[src/rtl/kb_pkg.sv]
// Shared constants for the keyboard input FIFO: key-code width, default depth
// and the occupancy-counter width helper.
package kb_pkg;

  localparam int KB_ASCII_W        = 7;
  localparam int KB_FIFO_DEPTH_DEF = 16;
  localparam int KB_CNT_W_DEF      = $clog2(KB_FIFO_DEPTH_DEF + 1);

  // The counter must hold the value DEPTH itself, hence depth+1 states.
  function automatic int kb_cnt_w(input int depth);
    return $clog2(depth + 1);
  endfunction

endpackage

[src/rtl/kb_fifo_mem.sv]
// Key-code storage: one synchronous write port, one asynchronous read port.
// Contents are deliberately not reset; the FIFO masks stale entries.
module kb_fifo_mem
  import kb_pkg::*;
#(
  parameter int DATA_W = KB_ASCII_W,
  parameter int DEPTH  = KB_FIFO_DEPTH_DEF,
  parameter int ADDR_W = $clog2(DEPTH)
) (
  input  logic              clk,
  input  logic              wr_en,
  input  logic [ADDR_W-1:0] wr_addr,
  input  logic [DATA_W-1:0] wr_data,
  input  logic [ADDR_W-1:0] rd_addr,
  output logic [DATA_W-1:0] rd_data
);

  logic [DATA_W-1:0] mem_r [DEPTH];

  // Write port; no reset so the array maps onto plain RAM/registers.
  always_ff @(posedge clk) begin
    if (wr_en) begin
      mem_r[wr_addr] <= wr_data;
    end
  end

  assign rd_data = mem_r[rd_addr];

endmodule

[src/rtl/kb_input_fifo.sv]
// First-word-fall-through FIFO between the key decoder and the CPU I/O side.
// Define KB_FIFO_OVERFLOW_EN to build the sticky overflow flag; otherwise overflow is tied low.
module kb_input_fifo
  import kb_pkg::*;
#(
  parameter int DATA_W = KB_ASCII_W,
  parameter int DEPTH  = KB_FIFO_DEPTH_DEF
) (
  input  logic                       clk,
  input  logic                       rst_n,
  input  logic                       wr_strobe,
  input  logic [DATA_W-1:0]          wr_data,
  input  logic                       rd_en,
  input  logic                       clear,
  output logic                       status,
  output logic [DATA_W-1:0]          rd_data,
  output logic                       full,
  output logic [$clog2(DEPTH+1)-1:0] count,
  output logic                       overflow
);

  localparam int PTR_W = $clog2(DEPTH);
  localparam int CNT_W = kb_cnt_w(DEPTH);

  logic              wr_q;
  logic [PTR_W-1:0]  wr_ptr_r;
  logic [PTR_W-1:0]  rd_ptr_r;
  logic [CNT_W-1:0]  count_r;
  logic              push_s;
  logic              pop_s;
  logic              accept_s;
  logic              mem_we_s;
  logic [DATA_W-1:0] head_s;

  assign status = (count_r != {CNT_W{1'b0}});
  assign full   = (count_r == CNT_W'(DEPTH));
  assign count  = count_r;

  // A held strobe only pushes on its first cycle; pops on an empty FIFO are ignored.
  assign push_s   = wr_strobe & ~wr_q;
  assign pop_s    = rd_en & status;
  // When full, a push is only accepted if a pop frees the head slot in the same edge.
  assign accept_s = push_s & (~full | pop_s);
  assign mem_we_s = accept_s & ~clear;

  // Edge detector, pointers and occupancy; clear overrides push/pop but not wr_q.
  always_ff @(posedge clk or negedge rst_n) begin
    if (!rst_n) begin
      wr_q     <= 1'b0;
      wr_ptr_r <= {PTR_W{1'b0}};
      rd_ptr_r <= {PTR_W{1'b0}};
      count_r  <= {CNT_W{1'b0}};
    end else begin
      wr_q <= wr_strobe;
      if (clear) begin
        wr_ptr_r <= {PTR_W{1'b0}};
        rd_ptr_r <= {PTR_W{1'b0}};
        count_r  <= {CNT_W{1'b0}};
      end else begin
        if (accept_s) begin
          wr_ptr_r <= wr_ptr_r + PTR_W'(1);
        end else begin
          wr_ptr_r <= wr_ptr_r;
        end
        if (pop_s) begin
          rd_ptr_r <= rd_ptr_r + PTR_W'(1);
        end else begin
          rd_ptr_r <= rd_ptr_r;
        end
        case ({accept_s, pop_s})
          2'b10:   count_r <= count_r + CNT_W'(1);
          2'b01:   count_r <= count_r - CNT_W'(1);
          default: count_r <= count_r;
        endcase
      end
    end
  end

`ifdef KB_FIFO_OVERFLOW_EN
  logic overflow_r;
  logic drop_s;

  assign drop_s   = push_s & full & ~pop_s;
  assign overflow = overflow_r;

  // Sticky record of any push lost to a full FIFO.
  always_ff @(posedge clk or negedge rst_n) begin
    if (!rst_n) begin
      overflow_r <= 1'b0;
    end else if (clear) begin
      overflow_r <= 1'b0;
    end else if (drop_s) begin
      overflow_r <= 1'b1;
    end else begin
      overflow_r <= overflow_r;
    end
  end
`else
  assign overflow = 1'b0;
`endif

  kb_fifo_mem #(
    .DATA_W (DATA_W),
    .DEPTH  (DEPTH),
    .ADDR_W (PTR_W)
  ) u_mem (
    .clk     (clk),
    .wr_en   (mem_we_s),
    .wr_addr (wr_ptr_r),
    .wr_data (wr_data),
    .rd_addr (rd_ptr_r),
    .rd_data (head_s)
  );

  // Storage is never reset, so the head is hidden whenever the FIFO is empty.
  assign rd_data = status ? head_s : {DATA_W{1'b0}};

endmodule

[config.mk]
export PLATFORM = sky130hd
export DESIGN_NAME = kb_input_fifo
export DESIGN_NICKNAME = d
export VERILOG_FILES = /design/src/rtl/kb_pkg.sv /design/src/rtl/kb_fifo_mem.sv /design/src/rtl/kb_input_fifo.sv
export SDC_FILE = /design/constraint.sdc
export NUM_CORES = 1
export LEC_CHECK = 0
export BUFFER_PORTS_ARGS = -buffer_cell sky130_fd_sc_hd__clkbuf_2
export CORE_MARGIN = 10
export CORE_UTILIZATION = 30
export DETAILED_ROUTE_END_ITERATION = 16
export PLACE_DENSITY = 0.57
export SLEW_MARGIN = 20
export SYNTH_ARGS = -nofsm -noshare
export SYNTH_HDL_FRONTEND = slang
export SYNTH_SLANG_ARGS = --single-unit
[constraint.sdc]
create_clock -name clk -period 3.45 [get_ports clk]
set_input_delay 0 -clock clk [delete_from_list [all_inputs] [get_ports clk]]
set_output_delay 0 -clock clk [all_outputs]
set_load 0.02 [all_outputs]
==> impl_metrics.yaml <==
outcome:
  status: "finished, final reports clean"
hold_path:
  whs_path_depth: 1
  hold_start: "wr_data[5]"
  holdPathEnd: "u_mem.mem_r[11][5]"
  hold_path.class: "in2reg"
clocking:
  htreeDepth: 4
  clk_latency_ns: 0.41
  postCtsHoldBufs: 3
  cts_tree: "done"
  clk_path_buf_depth: 2
  cts_root_buf: "clkbuf_16"
  path_clk_slew_ns: 0.06
  ctsResizeCount: 0
  cts_inserted_buffers: 17
  clock_sinks: 126
  cts_setup_buffers: 0
setup_path:
  r2r_end: "count[4]"
  worst_r2r_path_depth: 9
  path_buf_inv: 1
  critPathSlowestCell: "nor4_2"
  critical_path.cell_chain: "nor4_2 -> nand2b_1 -> nand2_1 -> inv_1 -> ha_1 -> nand2b_1 -> a21o_1 -> a2111oi_0 -> o311ai_0"
  slowest_delay_ns: 0.51
  cp_max_fo: 11
  cp.required_ns: 3.69
  rrSetupSlack_ns: 0.47
  crit_arrival_ns: 3.23
  start_kind: "flop"
  cp_top_family: "simple AND/OR/NAND/NOR gates"
  endpoint_kind: "flop"
  reg2reg_from: "count[0]"
  crit_top_cell: "nand2b_1"
  path_class: "reg2reg"
timing:
  worst_pin_slew_ns: 0.784
  setup_viol: 0
  max_freq_ghz: 0.335
  hold_viol_final: 0
  slew_headroom_pct: 47.5
  fin_setup_tns_ns: 0
  finalCritPeriodShare_pct: 86.5
  worst_clock_skew_ns: 0.00602
  rsz0062_at_grt: "false"
  slew_violations: 0
  layout_min_cycle_time_ns: 2.98
final_layout:
  stdcell_area_um2: 6310
  fin_cells: 562
  n_antenna_cell: 0
  final_nets: 345
  layout_commonest_cell: "edfxtp_1"
  final_cell_mix: "112 x edfxtp_1, 35 x mux4_2, 31 x nor2_1, 25 x clkbuf_2, 17 x clkbuf_16"
  seq_area_um2: 3710
  multi_input_area_um2: 1480
  fill_cells: 1626
  layout-drive-gt1-share_pct: 28.2
  syn2layout_area_growth_pct: 19.1
synth:
  synth_top_area_share_pct: 63.5
  yosys_warnings: 0
  ys_ff_latch: 126
  synth.distinct_cells: 38
  avgSynthCellArea_um2: 18.3
  postSynthCellCount: 290
  ys_seq_area_share_pct: 70.1
  netlist_area_um2: 5290
  synth-main-ff-cell: "edfxtp_1"
  synth_area_leader_cell: "edfxtp_1"
  synth_area_leaders: "edfxtp_1 64%, mux4_2 15%, dfrtp_1 6.6%, nor2_1 2.2%, ha_1 1.9%"
  synth_edf_count: 112
  async_flop_share_pct: 11.1
  syn_nets: 311
placed_design:
  io_buffers: 25
  gp_congestion: 0.771
  dp.cells: 527
  place_area_um2: 5660
  hpwlAfterDp_um: 6810
drt:
  vias: 2654
  wl_um: 9800
  viasPerCell: 4.72
  drt-wirelength-per-cell_um: 17.4
  drc: 0
  drt_iter0_markers: 161
  ant_nets: 0
  drt_first_pass_iters: 4
power_and_ir_drop:
  power_leakage_nw: 2.10
  peakVddDrop_mv: 0.253
  pwr_density_cell_nw_per_um2: 724
grt:
  grt_max_degree: 32
  overflow: 0
  grt_pass1_vias: 2876
  antenna_found_initial: 0
  grt_usage_pct: 8.70
  grt_pass1_wl_um: 15800
die:
  die_h_um: 153
  core_um2: 17300
  start_util_pct: 30.6
  die_area_um2: 23400
  pin_count: 27
  die_w_um: 153
  num_rows: 48
job:
  drv_cap: 0
[layout make-up]
type / count / share of cell area (%)
clock buffers: 18 / 6.81
clock inverters: 14 / 3.02
inverters: 7 / 0.417
multi-input cells: 142 / 23.5
flip-flops and latches: 126 / 58.9
well taps: 225 / 4.46
repair buffers: 30 / 2.90
[cells by family (layout without fill, tap and decap cells)]
group	count (synthesis)	in the layout	share of synthesized area [%]
compound gates	18	18	2.48
xor+xnor	6	6	0.993
fa+ha+maj	9	9	2.27
buf+inv	22	69	1.87
flops	126	126	70.1
mux	41	41	16.1
other cells	1	1	0.0708
simple gates	67	67	6.07
[stage by stage]
| stage | hold WS, ns | power [mW] | setup WS (ns) | util, % |
|---|---|---|---|---|
| floorplan | -0.296 | 2.49 | 0.781 | - |
| global placement | -0.0594 | 2.76 | 0.660 | 32.7 |
| detailed placement | -0.0625 | 2.78 | 0.438 | 32.7 |
| CTS | 0.00253 | 4.63 | 0.429 | 36.5 |
| global route | 0.0405 | 4.76 | 0.268 | 36.5 |
| finish | 0.0179 | 4.57 | 0.466 | 36.5 |
[worst max-delay path by stage]
| stage | startpoint | end | slack, ns | cells after the start |
|---|---|---|---|---|
| after floorplan | count[4] | count[4] | 0.78 | 9 |
| after global placement | count[1] | count[4] | 0.66 | 9 |
| after detailed placement | count[1] | count[4] | 0.44 | 9 |
| after CTS | count[0] | count[4] | 0.43 | 9 |
| after global routing | count[0] | count[4] | 0.27 | 9 |
| final | count[0] | count[4] | 0.47 | 9 |
[power breakdown]
| part | leakage (nW) | switching [mW] | internal (mW) |
|---|---|---|---|
| registers | 1.19 | 0.0701 | 1.70 |
| logic | 0.601 | 0.519 | 0.438 |
| clock network | 0.304 | 0.630 | 1.21 |
| total | 2.10 | 1.22 | 3.35 |
[Yosys cell counts, types with 2 or more instances]
library cell,number
nor3_1,3
mux2i_1,3
xnor2_1,2
nand3_1,5
nand2_1,8
clkbuf_1,10
mux4_2,35
edfxtp_1,112
inv_1,7
ha_1,8
dfrtp_1,14
buf_4,4
o21a_1,2
a2111oi_0,2
nand2b_1,4
nor2b_1,2
nor2_1,31
mux2_1,3
xor2_1,4
and2_1,9
a21oi_1,5
[registers in the layout (all words and copies together) (netlist names)]
| register | flops |
|---|---|
| wr_ptr_r | 4 |
| count | 5 |
| rd_ptr_r | 4 |
| wr_q | 1 |
| u_mem.mem_r | 112 |
[routing by layer]
metal  vias to the layer above  track usage (%)  wire length, µm
met5                         -                0                0
met4                         0             4.50              199
met3                        17             2.10              356
met2                        48             14.7             5120
met1                      1377             10.0             4130
li1                       1212                -                -
Note: power is estimated with default switching activity, not from simulation.
